==> config.mk <==
export PLATFORM = sky130hd
export DESIGN_NAME = vec_chunk_drain
export DESIGN_NICKNAME = d
export VERILOG_FILES = /design/src/rtl/vec_chunk_drain.sv
export SDC_FILE = /design/constraint.sdc
export NUM_CORES = 1
export LEC_CHECK = 0
export ABC_AREA = 1
export ABC_CLOCK_PERIOD_IN_PS = 2600
export CELL_PAD_IN_SITES_DETAIL_PLACEMENT = 1
export CELL_PAD_IN_SITES_GLOBAL_PLACEMENT = 1
export CORE_ASPECT_RATIO = 2
export CORE_UTILIZATION = 41
export DETAILED_ROUTE_END_ITERATION = 6
export PLACE_DENSITY = 0.89
export SYNTH_ARGS = -nofsm -noshare
export SYNTH_HDL_FRONTEND = slang
export SYNTH_SLANG_ARGS = --single-unit
==> constraint.sdc <==
create_clock -name clk_in -period 2.6 [get_ports clk_in]
set_input_delay 0.65 -clock clk_in [delete_from_list [all_inputs] [get_ports clk_in]]
set_output_delay 0.65 -clock clk_in [all_outputs]
set_load 0.03 [all_outputs]
==> src/rtl/vec_chunk_drain.sv <==
// vec_chunk_drain: reads a completed vector out of a chunked VecFIFO and serializes it as a valid/ready element stream.
// Build option VEC_DRAIN_PREFETCH_EN adds a one-deep chunk prefetch so chunks stream with no bubble.
module vec_chunk_drain #(
    parameter int VecElements  = 8,
    parameter int BytesPerRead = 4,
    parameter int ElemBits     = 8
) (
    input  logic                                  clk_in,
    input  logic                                  rst_in,
    input  logic                                  vec_valid_in,
    output logic                                  rd_en,
    input  logic [BytesPerRead-1:0][ElemBits-1:0] rd_data,
    output logic [ElemBits-1:0]                   m_data,
    output logic                                  m_valid,
    input  logic                                  m_ready,
    output logic                                  m_last,
    output logic                                  vec_taken_out
);
    localparam int CHUNKS = VecElements / BytesPerRead;
    localparam int CW     = (CHUNKS > 1) ? $clog2(CHUNKS) : 1;
    localparam int EW     = (BytesPerRead > 1) ? $clog2(BytesPerRead) : 1;
    localparam logic [CW-1:0] LAST_CHUNK = CW'(CHUNKS - 1);
    localparam logic [EW-1:0] LAST_ELEM  = EW'(BytesPerRead - 1);

    typedef enum logic [2:0] {
        IDLE  = 3'd0,
        FETCH = 3'd1,
        LATCH = 3'd2,
        EMIT  = 3'd3,
        DONE  = 3'd4,
        REARM = 3'd5
    } state_t;

    state_t                                state_r, state_s;
    logic [CW-1:0]                         chunk_cnt_r, chunk_cnt_s;
    logic [EW-1:0]                         elem_cnt_r, elem_cnt_s;
    logic [BytesPerRead-1:0][ElemBits-1:0] shift_reg_r, shift_reg_s;
    logic                                  rd_en_s, m_valid_s, m_last_s, vec_taken_s;
    logic [ElemBits-1:0]                   m_data_s;
`ifdef VEC_DRAIN_PREFETCH_EN
    localparam int RW = $clog2(CHUNKS + 1);
    localparam logic [RW-1:0] CHUNKS_R = RW'(CHUNKS);
    logic [BytesPerRead-1:0][ElemBits-1:0] hold_reg_r, hold_reg_s;
    logic                                  hold_valid_r, hold_valid_s;
    logic                                  arrive_r;
    logic [RW-1:0]                         rd_cnt_r, rd_cnt_s;
    logic                                  prefetch_ok_s;
`endif

    // Next-state and datapath: sequencing of fetch, capture and element emission.
    always_comb begin
        state_s     = state_r;
        chunk_cnt_s = chunk_cnt_r;
        elem_cnt_s  = elem_cnt_r;
        shift_reg_s = shift_reg_r;
`ifdef VEC_DRAIN_PREFETCH_EN
        hold_reg_s   = hold_reg_r;
        hold_valid_s = hold_valid_r;
`endif
        case (state_r)
            IDLE: begin
                if (vec_valid_in) state_s = FETCH;
                else              state_s = IDLE;
            end
            FETCH: state_s = LATCH;
            LATCH: begin
                shift_reg_s = rd_data;
                state_s     = EMIT;
            end
            EMIT: begin
`ifdef VEC_DRAIN_PREFETCH_EN
                // A prefetched chunk lands in hold_reg unless it is consumed directly below.
                if (arrive_r) begin
                    hold_reg_s   = rd_data;
                    hold_valid_s = 1'b1;
                end else begin
                    hold_valid_s = hold_valid_r;
                end
`endif
                if (m_ready) begin
                    if (elem_cnt_r == LAST_ELEM) begin
                        elem_cnt_s = {EW{1'b0}};
                        if (chunk_cnt_r == LAST_CHUNK) begin
                            state_s = DONE;
                        end else begin
                            chunk_cnt_s = chunk_cnt_r + 1'b1;
`ifdef VEC_DRAIN_PREFETCH_EN
                            if (hold_valid_r) begin
                                shift_reg_s  = hold_reg_r;
                                hold_valid_s = 1'b0;
                            end else if (arrive_r) begin
                                shift_reg_s  = rd_data;
                                hold_valid_s = 1'b0;
                            end else if (rd_en) begin
                                state_s = LATCH;
                            end else begin
                                state_s = FETCH;
                            end
`else
                            state_s = FETCH;
`endif
                        end
                    end else begin
                        elem_cnt_s = elem_cnt_r + 1'b1;
                    end
                end else begin
                    state_s = EMIT;
                end
            end
            DONE: begin
                chunk_cnt_s = {CW{1'b0}};
                state_s     = REARM;
            end
            REARM: begin
                if (!vec_valid_in) state_s = IDLE;
                else               state_s = REARM;
            end
            default: state_s = IDLE;
        endcase
    end

    // Output next values, decoded from the next state so every output leaves a flop.
    always_comb begin
`ifdef VEC_DRAIN_PREFETCH_EN
        // Only one read may be unconsumed at a time; hold_reg must be free for it.
        prefetch_ok_s = ((state_s == LATCH) || ((state_s == EMIT) && !rd_en)) &&
                        (rd_cnt_r < CHUNKS_R) && !hold_valid_s;
        if (prefetch_ok_s) rd_en_s = 1'b1;
        else               rd_en_s = (state_s == FETCH);
        if (state_r == DONE) rd_cnt_s = {RW{1'b0}};
        else if (rd_en_s)    rd_cnt_s = rd_cnt_r + 1'b1;
        else                 rd_cnt_s = rd_cnt_r;
`else
        rd_en_s = (state_s == FETCH);
`endif
        m_valid_s   = (state_s == EMIT);
        m_data_s    = shift_reg_s[elem_cnt_s];
        m_last_s    = (state_s == EMIT) && (chunk_cnt_s == LAST_CHUNK) && (elem_cnt_s == LAST_ELEM);
        vec_taken_s = (state_s == DONE);
    end

    // State, counters, chunk storage and registered outputs.
    always_ff @(posedge clk_in or negedge rst_in) begin
        if (!rst_in) begin
            state_r       <= IDLE;
            chunk_cnt_r   <= {CW{1'b0}};
            elem_cnt_r    <= {EW{1'b0}};
            shift_reg_r   <= '0;
            rd_en         <= 1'b0;
            m_valid       <= 1'b0;
            m_last        <= 1'b0;
            m_data        <= {ElemBits{1'b0}};
            vec_taken_out <= 1'b0;
`ifdef VEC_DRAIN_PREFETCH_EN
            hold_reg_r    <= '0;
            hold_valid_r  <= 1'b0;
            arrive_r      <= 1'b0;
            rd_cnt_r      <= {RW{1'b0}};
`endif
        end else begin
            state_r       <= state_s;
            chunk_cnt_r   <= chunk_cnt_s;
            elem_cnt_r    <= elem_cnt_s;
            shift_reg_r   <= shift_reg_s;
            rd_en         <= rd_en_s;
            m_valid       <= m_valid_s;
            m_last        <= m_last_s;
            m_data        <= m_data_s;
            vec_taken_out <= vec_taken_s;
`ifdef VEC_DRAIN_PREFETCH_EN
            hold_reg_r    <= hold_reg_s;
            hold_valid_r  <= hold_valid_s;
            arrive_r      <= rd_en;
            rd_cnt_r      <= rd_cnt_s;
`endif
        end
    end
endmodule

Word-level counts from Yosys, hierarchy flattened --
Cells that the tools add are included.
Word-level totals: register bits 50, input port bits 36, output and inout port bits 12
Operators by class: add/sub/neg operators 2, order comparisons 1, equal/unequal tests 10, mux-type cells 16, reductions and logical operators 3
Operators with widths (count):
- $mux W32 | 1
- $pmux W3 S6 | 1
- $bmux W8 S2 | 1
- $mux W3 | 4
- $eq A3 B2 Y1 const B | 3
- $eq A3 B3 Y1 const B | 3
- $mux W8 | 1
- $eq A3 B1 Y1 const B | 2
- $mux W2 | 3
- $eq A2 B2 Y1 const B | 2
- $mux W1 | 4
- $logic_not A3 Y1 | 1
- $lt A2 B3 Y1 const B | 1
- $add A2 B1 Y2 const B | 1
- $logic_and A1 B1 Y1 | 2
- $pmux W1 S2 | 1
- $add A1 B1 Y1 const B | 1

Longest topological paths before layout --
depth after elaboration 7, mapped depth 9, depth with buffers taken out 8

Worst setup path before layout --
OpenSTA, ideal clock, no wires.
path kind input-to-reg, start in m_ready, end reg m_data[5], data arrival time 1.257 ns, required time 2.483 ns, slack 1.226 ns, stages on the path 9, path buffers 1, path through inv_1 -> nand2_1 -> nand2_1 -> nand2_4 -> nand2_8 -> buf_8 -> nand2_1 -> nand3_1 -> nand2_1
On the way: longest elaborated chain between the ends 4
Ends and longest elaborated chain:
- start: declaration | RTL line 15 | input logic m_ready,
- $mux W2 | RTL line 80 | if (m_ready) begin
- $mux W2 | RTL line 60 | case (state_r)
- $bmux W8 S2 | RTL line 137 | m_data_s = shift_reg_s[elem_cnt_s];
- $mux W8 (not written as such) | RTL line 137
- via m_data_s[5] | RTL line 39 | logic [ElemBits-1:0] m_data_s;
- end signal: assignment | RTL line 152 | m_data <= {ElemBits{1'b0}};
- end signal: assignment | RTL line 168 | m_data <= m_data_s;
- end: declaration | RTL line 13 | output logic [ElemBits-1:0] m_data,
The timed path passes the listed nets, and every way through them passes these cells. The select of a mux whose other input is x is not followed.

Worst setup path after layout --
start reg m_data[3], end out m_data[3]
No word-level cell between the ends.

==> metrics.md <==
| Metric | Value |
|---|---|
| Core area | 6110 um^2 |
| Area leader, netlist | dfrtp_1 |
| R2R depth | 7 |
| Die height | roughly 120 um |
| Worst setup margin | between 0.6 and 0.7 ns |
| Data arrival, critical path | roughly 1.3 ns |
| Synth Register Bits | 50 |
| Worst-Skew Late Latency | approximately 0.29 ns |
| CTS clk-pin slew, worst paths | 0.06 ns |
| Crit-path leading delay family | buffers and inverters |
| P_leak | 1.82 nW |
| Crit-path max cell delay | 0.68 ns |
| Flip-flop and latch area | roughly 1300 um^2 |
| Top-area cell type share of the netlist area | 47.7% |
| Largest net degree at the start of global routing | 51 |
| Netlist cell types | 22 |
| Fmax | 511 MHz |
| Vias per cell | between 4 and 5 |
| Cell Chain, Critical Path | clkdlybuf4s50_1 |
| Area of the multi-input gates | approximately 970 um^2 |
| Max-cap violations | 0 |
| CP startpoint kind | register |
| Slew Viols, Final | 0 |
| Postcts setup bufs | 0 |
| Residual DRC | 0 |
| Dpl hpwl | ~5000 um |
| DIE AREA | about 6700 um^2 |
| Routability cong. | slightly above 0.8 |
| DRT Pass-1 Iters | 4 |
| Post-Route WL | a little under 7000 um |
| Global-route wire length before repair | 11300 um |
| Worst Tran Pin Value | 0.647 ns |
| Initial antenna violation count | 0 |
| Reg-to-reg setup timing slack | 0.84 ns |
| Yosys warning total | 0 |
| Critical Path RT | 1.95 ns |
| CTS tree | yes |
| Peak VDD IR | around 700 uV |
| WL/cell | 14.3 um |
| Crit. End Element | output pin |
| Slowest-stage cell, CP | clkdlybuf4s50_1 |
| Global Route Usage Sum | 22.9% |
| Setup_tns | 0 ns |
| Aggregate global routing overflow | 0 |
| Share of cells above drive strength 1 | 5.96% |
| Slew HR | approximately 57% |
| Synth Instances | 340 |
| Root Buffer | clkbuf_16 |
| Pre-CTS setup slack | 0.440 ns |
| Ant diodes | 0 |
| Hold buffers post-CTS | 0 |
| Power per cell area | 1310 nW/um^2 |
| Final min period | 1.96 ns |
| Initial DRC Count | 32 |
| Final ANT Viol Nets | 0 |
| Skew final | about 0.0036 ns |
| Clock sinks | 50 |
| Crit Path Class | register to output pin |
| Synthesis-to-layout area growth | 25.0% |
| CP Buf/Inv Count | 1 |
| CP Depth | 1 |
| Synth Area per Inst | roughly 7.7 um^2 |
| Vias | ~2200 |
| Sequential area share after synthesis | between 40% and 50% |
| Unrepaired setup endpoints after global routing | false |
| PortBufs | 47 |
| Post-cts sizing count | 0 |
| Fin. Hold Viols | 0 |
| Num CTS Buffers | 5 |
| Tcrit/Tclk final | 75.2% |
| Max FO, Critical Path | 1 |
| CTS Buffer Depth | 2 |
| Mapped Nets | 378 |
| Status | completed |
| Fillers | approximately 790 |
| IO Pins | 48 |
| Die width | roughly 59 um |
| NumNets Final | 424 |
| Initial Util | 43.0% |
| CTS H-tree lvls | 2 |
| Row count | 40 |
| Number of global-route vias before repair | 2415 |
| Mapped Area | 2620 um^2 |
| Final setup violation count | 0 |
| Top post-synthesis cells by area | dfrtp_1 48%, nand2_1 14%, inv_1 12%, nand3_1 8.8%, nand3b_1 6.9% |
| Hold Path Class | primary input to asynchronous set/reset pin |
cell type report:
type | count | share of cell area [%]
inverters | 85 | 9.73
well taps | 84 | 3.20
repair buffers | 52 | 15.3
clock buffers | 7 | 4.04
flip-flops and latches | 50 | 38.2
multi-input cells | 192 | 29.5
logic make-up after synthesis:
logic type               Yosys count  synth area share (%)
AO/OA/AOI/OAI                      4                  1.19
flip-flops                        50                  47.7
adder cells (fa/ha/maj)            2                 0.954
buffers and inverters             98                  15.4
AND/OR/NAND/NOR                  186                  34.8
cell usage after synthesis:
cell      instances
nand2_2           3
clkbuf_8          1
nand2_1         101
or2_2             1
and3_1            1
nand2_4           2
dfrtp_1          50
buf_2             6
nor2_4            3
clkbuf_1          3
o21ai_0           2
nor2_1            4
buf_8             1
inv_2             1
buf_4             2
nand2_8           1
nand3_1          46
a21oi_1           1
nand3b_1         24
inv_1            84
ha_1              2
o21ai_4           1
metrics by stage:
step           power, mW  instances  util [%]  area, um^2  hold slack (ns)
2_1_floorplan       3.02        340         -        2620            0.354
3_5_place_dp        3.73        463      51.5        3150            0.530
5_1_grt             4.70        470      53.7        3280            0.526
4_1_cts             4.38        470      53.7        3280            0.492
6_report            4.31        470      53.7        3280            0.462
3_3_place_gp        3.55        463      51.5        3150            0.524
metal layers:
metal / vias to the layer above / global-route usage (%) / routed length [um]
met1: 1097 / 23.2 / 2480
met4: 0 / 9.37 / 182
met2: 33 / 44.0 / 3920
met5: - / 0 / 0
li1: 1097 / - / -
met3: 12 / 4.50 / 144
flip-flops by register name, summed over array words and instances, names as in the netlist:
name,flops
chunk_cnt_r,1
elem_cnt_r,2
m_data,8
m_last,1
m_valid,1
rd_en,1
shift_reg_r,32
state_r,3
vec_taken_out,1
power by group:
part / internal [mW] / switching, mW
clock network: 0.352 / 0.262
registers: 1.16 / 0.147
logic: 0.786 / 1.60
total: 2.30 / 2.01
cell usage in the layout (no fill, tap or decap), types with 4 or more instances in the layout:
master,Yosys,layout
nand2_1,101,101
inv_1,84,84
dfrtp_1,50,50
nand3_1,46,46
clkdlybuf4s50_1,0,46
nand3b_1,24,24
clkbuf_16,0,5
buf_4,2,5
nor2_1,4,4
worst paths after layout:
check                                     startpoint                   endpoint
setup / recovery                 m_data[3]$_DFF_PN0_                  m_data[3]
hold / removal                                rst_in    vec_taken_out$_DFF_PN0_
setup reg to reg                state_r[0]$_DFF_PN0_        m_data[3]$_DFF_PN0_
hold reg to reg            shift_reg_r[17]$_DFF_PN0_  shift_reg_r[17]$_DFF_PN0_
max in group asynchronous                     rst_in  shift_reg_r[17]$_DFF_PN0_
min in group clk_in        shift_reg_r[17]$_DFF_PN0_  shift_reg_r[17]$_DFF_PN0_
Power figures use the tool's default switching activity.
